File: src/rtl/axi_pkg.sv
// Shared types for the AXI4 write-burst router: burst kinds, response codes, FSM states.
package axi_pkg;

    typedef enum logic [1:0] {
        BURST_FIXED = 2'b00,
        BURST_INCR  = 2'b01,
        BURST_WRAP  = 2'b10
    } burst_e;

    localparam logic [1:0] RESP_OKAY   = 2'b00;
    localparam logic [1:0] RESP_SLVERR = 2'b10;

    typedef enum logic [1:0] {
        ST_IDLE,
        ST_DATA,
        ST_DRAIN,
        ST_RESP
    } state_e;

endpackage

File: src/rtl/axi_wr_router_if.sv
// AXI4 write channels (AW/W/B) seen by the router; the router takes the slave modport.
interface axi_wr_router_if #(
    parameter int DATA_WIDTH = 64,
    parameter int ADDR_WIDTH = 32,
    parameter int ID_WIDTH   = 4
);
    logic [ID_WIDTH-1:0]     s_axi_awid;
    logic [ADDR_WIDTH-1:0]   s_axi_awaddr;
    logic [7:0]              s_axi_awlen;
    logic [2:0]              s_axi_awsize;
    logic [1:0]              s_axi_awburst;
    logic                    s_axi_awvalid;
    logic                    s_axi_awready;
    logic [DATA_WIDTH-1:0]   s_axi_wdata;
    logic [DATA_WIDTH/8-1:0] s_axi_wstrb;
    logic                    s_axi_wlast;
    logic                    s_axi_wvalid;
    logic                    s_axi_wready;
    logic [ID_WIDTH-1:0]     s_axi_bid;
    logic [1:0]              s_axi_bresp;
    logic                    s_axi_bvalid;
    logic                    s_axi_bready;

    modport slave (
        input  s_axi_awid, s_axi_awaddr, s_axi_awlen, s_axi_awsize, s_axi_awburst, s_axi_awvalid,
        output s_axi_awready,
        input  s_axi_wdata, s_axi_wstrb, s_axi_wlast, s_axi_wvalid,
        output s_axi_wready,
        output s_axi_bid, s_axi_bresp, s_axi_bvalid,
        input  s_axi_bready
    );

    modport master (
        output s_axi_awid, s_axi_awaddr, s_axi_awlen, s_axi_awsize, s_axi_awburst, s_axi_awvalid,
        input  s_axi_awready,
        output s_axi_wdata, s_axi_wstrb, s_axi_wlast, s_axi_wvalid,
        input  s_axi_wready,
        input  s_axi_bid, s_axi_bresp, s_axi_bvalid,
        output s_axi_bready
    );

endinterface

File: src/rtl/axi_burst_addr_gen.sv
// Per-burst word address and beat counter; last flags the beat whose count equals awlen.
module axi_burst_addr_gen #(
    parameter int LOCAL_AW = 10
) (
    input  logic                clk,
    input  logic                rst_n,
    input  logic                load,
    input  logic [LOCAL_AW-1:0] load_addr,
    input  logic [7:0]          load_len,
    input  logic                load_incr,
    input  logic                advance,
    output logic [LOCAL_AW-1:0] word_addr,
    output logic                last
);
    logic [LOCAL_AW-1:0] addr_q;
    logic [7:0]          cnt_q;
    logic [7:0]          len_q;
    logic                incr_q;

    always_ff @(posedge clk) begin
        if (!rst_n) begin
            addr_q <= '0;
            cnt_q  <= '0;
            len_q  <= '0;
            incr_q <= 1'b0;
        end else if (load) begin
            addr_q <= load_addr;
            cnt_q  <= '0;
            len_q  <= load_len;
            incr_q <= load_incr;
        end else if (advance) begin
            cnt_q <= cnt_q + 8'd1;
            // Natural overflow gives the mod 2**LOCAL_AW wrap
            if (incr_q) begin
                addr_q <= addr_q + 1'b1;
            end
        end
    end

    assign word_addr = addr_q;
    assign last      = (cnt_q == len_q);

endmodule

File: src/rtl/axi_wr_router.sv
// AXI4 write-burst router: decodes the target from the top address bits and forwards
// each beat to one valid/ready target port; malformed bursts are drained with SLVERR.
module axi_wr_router
    import axi_pkg::*;
#(
    parameter int DATA_WIDTH = 64,
    parameter int ADDR_WIDTH = 32,
    parameter int ID_WIDTH   = 4,
    parameter int NUM_TGT    = 4,
    parameter int SEL_W      = 2,
    parameter int LOCAL_AW   = 10
) (
    input  logic                           clk,
    input  logic                           rst_n,
    axi_wr_router_if.slave                 s_axi,
    output logic [NUM_TGT*DATA_WIDTH-1:0]   tgt_wdata,
    output logic [NUM_TGT*DATA_WIDTH/8-1:0] tgt_wstrb,
    output logic [NUM_TGT*LOCAL_AW-1:0]     tgt_waddr,
    output logic [NUM_TGT-1:0]              tgt_wlast,
    output logic [NUM_TGT-1:0]              tgt_wvalid,
    input  logic [NUM_TGT-1:0]              tgt_wready,
    output logic [31:0]                     beats_written,
    output logic [15:0]                     err_count
);
    localparam int B = $clog2(DATA_WIDTH/8);

    state_e              state_q, state_d;
    logic [SEL_W-1:0]    sel_q;
    logic [ID_WIDTH-1:0] id_q;
    logic                bad_q;
    logic [1:0]          bresp_q;
    logic [31:0]         beats_q;
    logic [15:0]         errs_q;

    logic [SEL_W-1:0]    aw_sel;
    logic                aw_bad;
    logic [NUM_TGT-1:0]  sel_hot;
    logic                aw_fire, beat_fire, burst_done;
    logic                awready, wready, bvalid;
    logic [LOCAL_AW-1:0] word_addr;
    logic                beat_last;
    logic                unused_addr;

    assign aw_sel      = s_axi.s_axi_awaddr[ADDR_WIDTH-1 -: SEL_W];
    assign unused_addr = ^s_axi.s_axi_awaddr;

    always_comb begin
        aw_bad = ({{(32-SEL_W){1'b0}}, aw_sel} >= 32'(NUM_TGT))
              || ((s_axi.s_axi_awburst != BURST_FIXED) && (s_axi.s_axi_awburst != BURST_INCR))
              || (s_axi.s_axi_awsize != 3'(B));
    end

    always_comb begin
        sel_hot = '0;
        for (int unsigned i = 0; i < NUM_TGT; i++) begin
            sel_hot[i] = (sel_q == SEL_W'(i));
        end
    end

    axi_burst_addr_gen #(
        .LOCAL_AW (LOCAL_AW)
    ) u_addr_gen (
        .clk       (clk),
        .rst_n     (rst_n),
        .load      (aw_fire),
        .load_addr (s_axi.s_axi_awaddr[LOCAL_AW+B-1:B]),
        .load_len  (s_axi.s_axi_awlen),
        .load_incr (s_axi.s_axi_awburst == BURST_INCR),
        .advance   (beat_fire),
        .word_addr (word_addr),
        .last      (beat_last)
    );

    always_comb begin
        state_d    = state_q;
        awready    = 1'b0;
        wready     = 1'b0;
        bvalid     = 1'b0;
        tgt_wvalid = '0;
        tgt_wlast  = '0;
        aw_fire    = 1'b0;
        beat_fire  = 1'b0;
        burst_done = 1'b0;
        case (state_q)
            ST_IDLE: begin
                awready = 1'b1;
                if (s_axi.s_axi_awvalid) begin
                    aw_fire = 1'b1;
                    state_d = aw_bad ? ST_DRAIN : ST_DATA;
                end
            end
            ST_DATA: begin
                wready     = |(tgt_wready & sel_hot);
                tgt_wvalid = sel_hot & {NUM_TGT{s_axi.s_axi_wvalid}};
                tgt_wlast  = sel_hot & {NUM_TGT{beat_last}};
                beat_fire  = s_axi.s_axi_wvalid && wready;
            end
            ST_DRAIN: begin
                wready    = 1'b1;
                beat_fire = s_axi.s_axi_wvalid;
            end
            ST_RESP: begin
                bvalid = 1'b1;
                if (s_axi.s_axi_bready) begin
                    state_d = ST_IDLE;
                end
            end
            default: state_d = ST_IDLE;
        endcase
        // Whichever of wlast or the length count arrives first closes the burst
        if (beat_fire && (s_axi.s_axi_wlast || beat_last)) begin
            burst_done = 1'b1;
            state_d    = ST_RESP;
        end
    end

    always_ff @(posedge clk) begin
        if (!rst_n) begin
            state_q <= ST_IDLE;
            sel_q   <= '0;
            id_q    <= '0;
            bad_q   <= 1'b0;
            bresp_q <= RESP_OKAY;
            beats_q <= '0;
            errs_q  <= '0;
        end else begin
            state_q <= state_d;
            if (aw_fire) begin
                sel_q <= aw_sel;
                id_q  <= s_axi.s_axi_awid;
                bad_q <= aw_bad;
            end
            if (burst_done) begin
                bresp_q <= (bad_q || (s_axi.s_axi_wlast != beat_last)) ? RESP_SLVERR : RESP_OKAY;
            end
            if (beat_fire && (state_q == ST_DATA)) begin
                beats_q <= beats_q + 32'd1;
            end
            if ((state_q == ST_RESP) && s_axi.s_axi_bready && (bresp_q == RESP_SLVERR)
                && (errs_q != 16'hFFFF)) begin
                errs_q <= errs_q + 16'd1;
            end
        end
    end

    assign s_axi.s_axi_awready = awready;
    assign s_axi.s_axi_wready  = wready;
    assign s_axi.s_axi_bvalid  = bvalid;
    assign s_axi.s_axi_bid     = id_q;
    assign s_axi.s_axi_bresp   = bresp_q;

    assign tgt_wdata     = {NUM_TGT{s_axi.s_axi_wdata}};
    assign tgt_wstrb     = {NUM_TGT{s_axi.s_axi_wstrb}};
    assign tgt_waddr     = {NUM_TGT{word_addr}};
    assign beats_written = beats_q;
    assign err_count     = errs_q;

endmodule

File: src/flat_wrapper.sv
// flat-port wrapper written by rule: the top's interface ports become plain ports
module axi_wr_router_flat import axi_pkg::*;
#(
    parameter int DATA_WIDTH = 64,
    parameter int ADDR_WIDTH = 32,
    parameter int ID_WIDTH   = 4,
    parameter int NUM_TGT    = 4,
    parameter int SEL_W      = 2,
    parameter int LOCAL_AW   = 10
)
  (clk, rst_n, tgt_wdata, tgt_wstrb, tgt_waddr, tgt_wlast, tgt_wvalid, tgt_wready, beats_written, err_count, s_axi_s_axi_awid, s_axi_s_axi_awaddr, s_axi_s_axi_awlen, s_axi_s_axi_awsize, s_axi_s_axi_awburst, s_axi_s_axi_awvalid, s_axi_s_axi_awready, s_axi_s_axi_wdata, s_axi_s_axi_wstrb, s_axi_s_axi_wlast, s_axi_s_axi_wvalid, s_axi_s_axi_wready, s_axi_s_axi_bid, s_axi_s_axi_bresp, s_axi_s_axi_bvalid, s_axi_s_axi_bready);
  axi_wr_router_if #(.DATA_WIDTH(DATA_WIDTH), .ADDR_WIDTH(ADDR_WIDTH), .ID_WIDTH(ID_WIDTH)) s_axi_i ();
  input  logic clk;
  input  logic rst_n;
  output logic [NUM_TGT*DATA_WIDTH-1:0] tgt_wdata;
  output logic [NUM_TGT*DATA_WIDTH/8-1:0] tgt_wstrb;
  output logic [NUM_TGT*LOCAL_AW-1:0] tgt_waddr;
  output logic [NUM_TGT-1:0] tgt_wlast;
  output logic [NUM_TGT-1:0] tgt_wvalid;
  input  logic [NUM_TGT-1:0] tgt_wready;
  output logic [31:0] beats_written;
  output logic [15:0] err_count;
  input wire logic [$bits(s_axi_i.s_axi_awid)-1:0] s_axi_s_axi_awid;
  input wire logic [$bits(s_axi_i.s_axi_awaddr)-1:0] s_axi_s_axi_awaddr;
  input wire logic [$bits(s_axi_i.s_axi_awlen)-1:0] s_axi_s_axi_awlen;
  input wire logic [$bits(s_axi_i.s_axi_awsize)-1:0] s_axi_s_axi_awsize;
  input wire logic [$bits(s_axi_i.s_axi_awburst)-1:0] s_axi_s_axi_awburst;
  input wire logic [$bits(s_axi_i.s_axi_awvalid)-1:0] s_axi_s_axi_awvalid;
  output wire logic [$bits(s_axi_i.s_axi_awready)-1:0] s_axi_s_axi_awready;
  input wire logic [$bits(s_axi_i.s_axi_wdata)-1:0] s_axi_s_axi_wdata;
  input wire logic [$bits(s_axi_i.s_axi_wstrb)-1:0] s_axi_s_axi_wstrb;
  input wire logic [$bits(s_axi_i.s_axi_wlast)-1:0] s_axi_s_axi_wlast;
  input wire logic [$bits(s_axi_i.s_axi_wvalid)-1:0] s_axi_s_axi_wvalid;
  output wire logic [$bits(s_axi_i.s_axi_wready)-1:0] s_axi_s_axi_wready;
  output wire logic [$bits(s_axi_i.s_axi_bid)-1:0] s_axi_s_axi_bid;
  output wire logic [$bits(s_axi_i.s_axi_bresp)-1:0] s_axi_s_axi_bresp;
  output wire logic [$bits(s_axi_i.s_axi_bvalid)-1:0] s_axi_s_axi_bvalid;
  input wire logic [$bits(s_axi_i.s_axi_bready)-1:0] s_axi_s_axi_bready;
  assign s_axi_i.s_axi_awid = s_axi_s_axi_awid;
  assign s_axi_i.s_axi_awaddr = s_axi_s_axi_awaddr;
  assign s_axi_i.s_axi_awlen = s_axi_s_axi_awlen;
  assign s_axi_i.s_axi_awsize = s_axi_s_axi_awsize;
  assign s_axi_i.s_axi_awburst = s_axi_s_axi_awburst;
  assign s_axi_i.s_axi_awvalid = s_axi_s_axi_awvalid;
  assign s_axi_s_axi_awready = s_axi_i.s_axi_awready;
  assign s_axi_i.s_axi_wdata = s_axi_s_axi_wdata;
  assign s_axi_i.s_axi_wstrb = s_axi_s_axi_wstrb;
  assign s_axi_i.s_axi_wlast = s_axi_s_axi_wlast;
  assign s_axi_i.s_axi_wvalid = s_axi_s_axi_wvalid;
  assign s_axi_s_axi_wready = s_axi_i.s_axi_wready;
  assign s_axi_s_axi_bid = s_axi_i.s_axi_bid;
  assign s_axi_s_axi_bresp = s_axi_i.s_axi_bresp;
  assign s_axi_s_axi_bvalid = s_axi_i.s_axi_bvalid;
  assign s_axi_i.s_axi_bready = s_axi_s_axi_bready;
  axi_wr_router #(.DATA_WIDTH(DATA_WIDTH), .ADDR_WIDTH(ADDR_WIDTH), .ID_WIDTH(ID_WIDTH), .NUM_TGT(NUM_TGT), .SEL_W(SEL_W), .LOCAL_AW(LOCAL_AW)) u_core (.clk(clk), .rst_n(rst_n), .s_axi(s_axi_i), .tgt_wdata(tgt_wdata), .tgt_wstrb(tgt_wstrb), .tgt_waddr(tgt_waddr), .tgt_wlast(tgt_wlast), .tgt_wvalid(tgt_wvalid), .tgt_wready(tgt_wready), .beats_written(beats_written), .err_count(err_count));
endmodule
File: config.mk
export PLATFORM = sky130hd
export DESIGN_NAME = axi_wr_router_flat
export DESIGN_NICKNAME = d
export VERILOG_FILES = /design/src/rtl/axi_pkg.sv /design/src/rtl/axi_wr_router_if.sv /design/src/rtl/axi_burst_addr_gen.sv /design/src/rtl/axi_wr_router.sv /design/src/flat_wrapper.sv
export SDC_FILE = /design/constraint.sdc
export NUM_CORES = 1
export LEC_CHECK = 0
export BUFFER_PORTS_ARGS = -buffer_cell sky130_fd_sc_hd__buf_2
export CAP_MARGIN = 5
export CORE_AREA = 8 8 195 197
export DETAILED_ROUTE_END_ITERATION = 10
export DIE_AREA = 0 0 203 205
export GPL_TIMING_DRIVEN = 0
export PLACE_DENSITY = 0.53
export SYNTH_ARGS = -nofsm -noshare
export SYNTH_HDL_FRONTEND = slang
export SYNTH_HIERARCHICAL = 1
export SYNTH_SLANG_ARGS = --single-unit
File: constraint.sdc
create_clock -name clk -period 4.1 [get_ports clk]
set_input_delay 0.41 -clock clk [delete_from_list [all_inputs] [get_ports clk]]
set_output_delay 0.41 -clock clk [all_outputs]
set_load 0.05 [all_outputs]
==> insert_results.sql, run 1 <==
INSERT INTO impl_metrics (metric_group, metric, value, unit) VALUES
('outcome', 'result_of_the_run', 'completed', ''),
('synth', 'synthAdderAreaFrac', '1.70', '%'),
('placed_design', 'port_buffers', '429', ''),
('placed_design', 'hpwlAfterDp', '21.6', 'mm'),
('clocking', 'tritoncts_num_sinks', '85', ''),
('worst_setup_path', 'critical_path_required', '4.38', 'ns'),
('timing', 'worstMarginPinSlew', '0.954', 'ns'),
('drt', 'vias', '6469', ''),
('synth', 'yosys-top-cells-count', 'sky130_fd_sc_hd__buf_4 (322), sky130_fd_sc_hd__dfxtp_1 (85), sky130_fd_sc_hd__nor2_1 (65)', ''),
('timing', 'relSlewSlack', '35.5', '%'),
('clocking', 'cts_resized', '0', ''),
('synth', 'synth-seq-cells', '85', ''),
('timing', 'clock_tree_skew_after_final_layout', '0.00971', 'ns'),
('synth', 'synth_edf_count', '0', ''),
('clocking', 'cts.path.max_buffers', '2', ''),
('timing', 'setup_total_negative_slack', '0', 'ns'),
('finish', 'final_net_count', '1391', ''),
('timing', 'finalMaxSlewViolations', '0', ''),
('finish', 'final_layout_size_suffix_gt1_share', '62.9', '%'),
('power', 'power-per-cell-area', '330', 'nW/µm²'),
('synth', 'yosys.area_share.xor_xnor', '6.08', '%'),
('timing', 'final.min_clock_period', '2.87', 'ns'),
('clocking', 'clkLatencyLatePin', '0.34', 'ns'),
('clocking', 'cts.root.buffer_cell', 'sky130_fd_sc_hd__clkbuf_16', ''),
('job', 'timing.max_cap.violations', '0', ''),
('synth', 'yosys_warnings', '6', ''),
('synth', 'synth_area_leaders', 'sky130_fd_sc_hd__buf_4 (36%), sky130_fd_sc_hd__dfxtp_1 (26%), sky130_fd_sc_hd__nor2_1 (3.7%), sky130_fd_sc_hd__xnor2_1 (3.6%), sky130_fd_sc_hd__xor2_1 (2.5%)', ''),
('drt', 'avgRoutedWirePerCell', '14.8', 'µm'),
('die', 'initial_utilization', '19.0', '%'),
('clocking', 'tritoncts', 'built', ''),
('grt', 'grt_remaining_overflow', '0', ''),
('clocking', 'cts_hold_repair.buffers', '0', ''),
('worst_setup_path', 'cp.arrival', '3.15', 'ns'),
('timing', 'rsz0062_at_grt', 'false', ''),
('drt', 'detail-route-antenna-nets', '0', ''),
('power', 'leakagePower', '5.01', 'nW'),
('finish', 'antenna_cells_inserted', '0', ''),
('synth', 'synth_compound_area_share', '7.31', '%'),
('die', 'die_height', '205', 'µm'),
('grt', 'antenna_found_initial', '4', ''),
('timing', 'count_of_final_hold_check_violations', '0', ''),
('synth', 'synthDominantCellAreaShare', '36.5', '%'),
('die', 'core_area', '35000', 'µm²'),
('synth', 'synth-async-reset-ratio', '0', '%'),
('min_path', 'min-delay-path-class', 'input pin to flop', ''),
('synth', 'synth_simple_gate_area_share', '18.3', '%'),
('grt', 'grt_util_all_layers', '11.1', '%'),
('finish', 'utilization', '27.6', '%'),
('drt', 'wl', '25.4', 'mm'),
('finish', 'nFillCells', '3798', ''),
('synth', 'main_combinational_cell_family_by_area_after_synthesis', 'buffers and inverters', ''),
('synth', 'yosys.cell_count.top_type', 'sky130_fd_sc_hd__buf_4', ''),
('power', 'post-layout-total-power', '0.00319', 'W'),
('worst_setup_path', 'crit_slowest_cell', 'sky130_fd_sc_hd__clkinv_1', ''),
('clocking', 'cts-buffers-inserted', '9', ''),
('synth', 'synth_top_area_cell', 'sky130_fd_sc_hd__buf_4', ''),
('synth', 'synthesis.instances', '811', ''),
('synth', 'seq_area_frac_synth', '25.7', '%'),
('worst_setup_path', 'critPathCaptureType', 'flop', ''),
('synth', 'synthDistinctLibCells', '58', ''),
('grt', 'first_pass_grt_wire_length', '36.7', 'mm'),
('worst_setup_path', 'critical_path.max_stage_delay', '0.48', 'ns'),
('drt', 'initialDrtViolationCount', '237', ''),
('drt', 'drt_pass1_iterations', '4', ''),
('clocking', 'post-cts-setup-buffers', '0', ''),
('worst_setup_path', 'setup.worst_path.start_class', 'flop', ''),
('placed_design', 'globalplace.congestion', '0.760', ''),
('synth', 'fraction_of_synthesized_area_in_multiplexers', '2.61', '%'),
('die', 'die_area', '41600', 'µm²'),
('die', 'die_x', '203', 'µm'),
('synth', 'post_synth.cell_area_avg', '8.17', 'µm²');
==> critical path, delay by kind of cell, from the launching register on <==
kind,cells,cell delay [ns]
AO/OA/AOI/OAI,2,0.31
adder cells (fa/ha/maj),1,0.24
buffers and inverters,5,1.51
flip-flops,1,0.39
AND/OR/NAND/NOR,1,0.34
==> where the power goes <==
group	internal (W)	total, W	leakage (nW)	switching, W
Clock	0.000494	0.000878	0.149	0.000384
Combinational	0.000424	0.00140	4.17	0.000980
Sequential	0.000856	0.000903	0.689	0.0000474
==> registers in the layout, summed over array words and instances (netlist names) <==
register	count
u_core/bad_q	1
u_core/u_addr_gen/cnt_q	8
u_core/s_axi.s_axi_bid	4
u_core/u_addr_gen/word_addr	10
u_core/state_q	2
u_core/err_count	16
u_core/s_axi.s_axi_bresp	1
u_core/u_addr_gen/incr_q	1
u_core/u_addr_gen/len_q	8
u_core/beats_written	32
u_core/sel_q	2
==> metrics by stage <==
stage	area, µm²	worst slack (ns)	instances	hold slack, ns
floorplan	6630	1.69	811	0.471
CTS	9660	1.10	1717	0.271
finish	9660	1.23	1717	0.297
detailed placement	9350	1.11	1701	0.446
global placement	9350	1.13	1701	0.446
global route	9660	0.864	1717	0.292
==> cell type report <==
cell class / count / area, µm² / area share (%)
tap: 461 / 577 / 5.97
multi-input combinational: 373 / 2390 / 24.7
inverter: 16 / 60.1 / 0.622
clock buffer: 10 / 239 / 2.47
buffer: 337 / 2480 / 25.7
sequential: 85 / 1700 / 17.6
timing repair buffer: 429 / 2150 / 22.2
clock inverter: 6 / 68.8 / 0.713
==> metal layers <==
layer	vias to the layer above	GRT usage [%]	share of wire, %
met3	24	4.14	10
met4	8	2.82	1.1
li1	3272	-	-
met1	2892	11.5	36
met2	273	21.0	52
met5	-	0	0.24
==> worst paths after layout <==
kind                                                 from                        endpoint  slack, ns  depth (start not counted)
worst max-delay path                    u_core/state_q[0]  u_core/u_addr_gen/word_addr[6]       1.23                          9
worst min-delay path                 s_axi_s_axi_awlen[3]      u_core/u_addr_gen/len_q[3]       0.30                          3
worst max register to register          u_core/state_q[0]  u_core/u_addr_gen/word_addr[6]       1.23                          9
worst min register to register  u_core/s_axi.s_axi_bid[1]       u_core/s_axi.s_axi_bid[1]       0.45                          2
==> layout by cell type (no fill, tap or decap), types with 4 or more instances in the layout <==
cell                        instances
sky130_fd_sc_hd__xor2_1            19
sky130_fd_sc_hd__a21oi_1           25
sky130_fd_sc_hd__xnor2_1           27
sky130_fd_sc_hd__clkbuf_16          9
sky130_fd_sc_hd__buf_4            322
sky130_fd_sc_hd__inv_1             14
sky130_fd_sc_hd__or3_1             13
sky130_fd_sc_hd__a31oi_1            6
sky130_fd_sc_hd__nand2_1           44
sky130_fd_sc_hd__nand4_1           18
sky130_fd_sc_hd__mux2i_1           15
sky130_fd_sc_hd__nor4_1             6
sky130_fd_sc_hd__dfxtp_1           85
sky130_fd_sc_hd__a211oi_1           4
sky130_fd_sc_hd__o21ai_0           24
sky130_fd_sc_hd__clkbuf_1          11
sky130_fd_sc_hd__buf_2            433
sky130_fd_sc_hd__nor3_1             6
sky130_fd_sc_hd__ha_1               9
sky130_fd_sc_hd__and4_1             9
sky130_fd_sc_hd__nor2_1            65
sky130_fd_sc_hd__o21a_1             4
sky130_fd_sc_hd__nor2b_1            4
sky130_fd_sc_hd__nand3_1           21
sky130_fd_sc_hd__and3_1             8
sky130_fd_sc_hd__or4_1              4
==> cells by family (layout without fill, tap and decap cells) <==
family	count (synthesis)	after routing
compound gates	78	78
xor+xnor	46	46
fa+ha+maj	9	9
buf+inv	353	798
flops	85	85
mux	16	16
other cells	1	1
simple gates	223	223
Note: power is estimated with default switching activity, not from simulation.
==> inputs of run 2 (changes only) <==
CORE_AREA = 8 8 200 202   (was 8 8 195 197)
DIE_AREA = 0 0 208 210   (was 0 0 203 205)
clock period = 2.35 ns   (was 4.1 ns; I/O delays follow)
==> insert_results.sql, run 2 (synthesis gave the netlist of run 1 again) <==
INSERT INTO impl_metrics (metric_group, metric, value, unit) VALUES
('die', 'die_area', '43700', 'µm²'),
('worst_setup_path', 'ff_to_ff_path_depth', '8', ''),
('grt', 'first_pass_grt_wire_length', '39.1', 'mm'),
('timing', 'final.min_clock_period', '2.21', 'ns'),
('power', 'netSwitchingFraction', '43.0', '%'),
('clocking', 'tritoncts', 'built', ''),
('worst_setup_path', 'critPathCaptureType', 'flop', ''),
('worst_setup_path', 'critical_path_required', '2.60', 'ns'),
('worst_setup_path', 'critical_path.max_stage_delay', '0.39', 'ns'),
('die', 'die_x', '208', 'µm'),
('min_path', 'hold-path-cell-count', '3', ''),
('outcome', 'result_of_the_run', 'completed', ''),
('power', 'combPwrFrac', '42.8', '%'),
('worst_setup_path', 'critPathLaunch', 'u_core/sel_q[0]', ''),
('timing', 'rsz0062_at_grt', 'false', ''),
('finish', 'area_growth', '47.5', '%'),
('timing', 'worstMarginPinSlew', '0.931', 'ns'),
('power', 'intPower', '0.00330', 'W'),
('power', 'p_switching', '0.00249', 'W'),
('clocking', 'ctsHtreeMaxLevel', '3', ''),
('die', 'initial_utilization', '17.9', '%'),
('drt', 'avgRoutedWirePerCell', '15.3', 'µm'),
('timing', 'layout_setup_ws', '0.135', 'ns'),
('worst_setup_path', 'critPathTopFamily', 'simple AND/OR/NAND/NOR gates', ''),
('die', 'pin_count', '524', ''),
('power', 'power-per-cell-area', '593', 'nW/µm²'),
('placed_design', 'globalplace.congestion', '0.825', ''),
('timing', 'setup_total_negative_slack', '0', 'ns'),
('drt', 'wl', '26.4', 'mm'),
('finish', 'layout_common_cells', 'sky130_fd_sc_hd__buf_2 (432), sky130_fd_sc_hd__buf_4 (324), sky130_fd_sc_hd__dfxtp_1 (83)', ''),
('worst_setup_path', 'cp_num_cells', '8', ''),
('finish', 'final_layout_size_suffix_gt1_share', '63.7', '%'),
('drt', 'drc', '0', ''),
('grt', 'grt_remaining_overflow', '0', ''),
('clocking', 'cts-buffers-inserted', '9', ''),
('timing', 'relSlewSlack', '37.1', '%'),
('drt', 'detail-route-antenna-nets', '0', ''),
('finish', 'final_net_count', '1392', ''),
('clocking', 'cts.clk_slew.worst_paths', '0.07', 'ns'),
('die', 'core_area', '37000', 'µm²'),
('finish', 'layout.cells.most_common', 'sky130_fd_sc_hd__buf_2', ''),
('grt', 'antenna_found_initial', '1', ''),
('grt', 'grt_util_all_layers', '11.3', '%'),
('die', 'die_height', '210', 'µm'),
('drt', 'vias', '6536', ''),
('min_path', 'min-delay-path-class', 'input pin to flop', ''),
('placed_design', 'placedCellCount', '1714', ''),
('worst_setup_path', 'crit_slowest_cell', 'sky130_fd_sc_hd__mux4_2', ''),
('clocking', 'cts.root.buffer_cell', 'sky130_fd_sc_hd__clkbuf_16', ''),
('clocking', 'cts.path.max_buffers', '2', ''),
('clocking', 'tritoncts_num_sinks', '85', ''),
('min_path', 'worstHoldStart', 's_axi_s_axi_awid[2]', ''),
('finish', 'finalNonFillerCells', '1731', ''),
('drt', 'detail_route.vias_per_cell', '3.78', ''),
('timing', 'finalSetupViolCount', '0', ''),
('placed_design', 'hpwlAfterDp', '22.7', 'mm'),
('power', 'clockPowerShare', '30.0', '%'),
('worst_setup_path', 'number_of_buffer_and_inverter_instances_along_the_worst_setup_path', '2', ''),
('power', 'leakagePower', '5.05', 'nW'),
('grt', 'grt_max_degree', '17', ''),
('worst_setup_path', 'setup.worst_path.start_class', 'flop', ''),
('worst_setup_path', 'crit-reg2reg-launch', 'u_core/sel_q[0]', ''),
('clocking', 'clkLatencyLatePin', '0.37', 'ns'),
('timing', 'clock_tree_skew_after_final_layout', '0.0171', 'ns'),
('power', 'seqPwrFrac', '27.2', '%'),
('timing', 'count_of_final_hold_check_violations', '0', ''),
('finish', 'largest_reg_flops', '32', ''),
('timing', 'fmaxAchievable', '0.452', 'GHz'),
('worst_setup_path', 'cp.arrival', '2.47', 'ns'),
('worst_setup_path', 'crit_chain', 'mux4_2 -> a21o_1 -> and3_4 -> buf_8 -> nand4_1 -> buf_4 -> or4_1 -> and3_1', ''),
('drt', 'initialDrtViolationCount', '209', ''),
('placed_design', 'port_buffers', '429', ''),
('finish', 'antenna_cells_inserted', '0', ''),
('power', 'post-layout-total-power', '0.00579', 'W'),
('timing', 'fraction_of_the_cycle_the_final_worst_path_needs', '94.2', '%'),
('worst_setup_path', 'critical_path_class', 'flop to flop', ''),
('timing', 'finalMaxSlewViolations', '0', ''),
('power', 'vdd_drop_max', '0.338', 'mV'),
('drt', 'drt_pass1_iterations', '4', ''),
('die', 'core.rowCount', '71', ''),
('job', 'timing.max_cap.violations', '0', ''),
('worst_setup_path', 'path_max_fanout', '10', ''),
('grt', 'via_count_of_the_first_global_routing_pass', '6403', ''),
('placed_design', 'placement.setup.worst_slack', '-0.472', 'ns');
==> run 2: worst paths after layout <==
path	end	slack [ns]
min	u_core/s_axi.s_axi_bid[2]	0.11
max reg2reg	u_core/u_addr_gen/word_addr[9]	0.14
min reg2reg	u_core/s_axi.s_axi_bid[3]	0.45
max	u_core/u_addr_gen/word_addr[9]	0.14
==> run 2: power groups by stage <==
| stage | Sequential [W] | Clock (W) | Combinational (W) |
|---|---|---|---|
| after CTS | 0.00158 | 0.00182 | 0.00250 |
| after global placement | 0.00161 | 0 | 0.00248 |
| final | 0.00158 | 0.00174 | 0.00248 |
| after detailed placement | 0.00161 | 0 | 0.00249 |
| after floorplan | 0.00168 | 0 | 0.00190 |
| after global routing | 0.00159 | 0.00188 | 0.00259 |
==> run 2: cell type report <==
| type | count | area (µm²) |
|---|---|---|
| Fill cell | 4035 | 27200 |
| Buffer | 336 | 2480 |
| Multi-Input combinational cell | 373 | 2410 |
| Timing Repair Buffer | 431 | 2160 |
| Sequential cell | 85 | 1710 |
| Tap cell | 474 | 593 |
| Clock buffer | 9 | 225 |
| Clock inverter | 7 | 126 |
| Inverter | 16 | 65.1 |
==> run 2: layer usage <==
layer,GRT usage (%),vias up,wire length [µm]
li1,-,3270,-
met1,12.0,2990,10200
met2,20.7,256,13600
met3,4.26,18,2220
met4,3.62,2,423
met5,0,-,13
==> run 2: what timing repair did <==
item | CTS | global route
hold buffers | 0 | 0
setup endpoints to repair | 32 | 7
buffers inserted | 2 | 0
resized for setup | 10 | 7
pin swaps | 1 | 0
==> run 2: tightest hold or removal path, stage by stage <==
cell and delay [ns]:
sky130_fd_sc_hd__buf_2 0.10, sky130_fd_sc_hd__nand2_1 0.05, sky130_fd_sc_hd__a21oi_1 0.05
==> run 2: through the flow <==
stage                     cell area [µm²]  util (%)  hold WS, ns
after global placement               9370      25.3        0.441
after detailed placement             9370      25.3        0.448
after floorplan                      6630         -        0.371
after global routing                 9770      26.4       0.0910
final                                9770      26.4        0.107
after CTS                            9750      26.4       0.0708
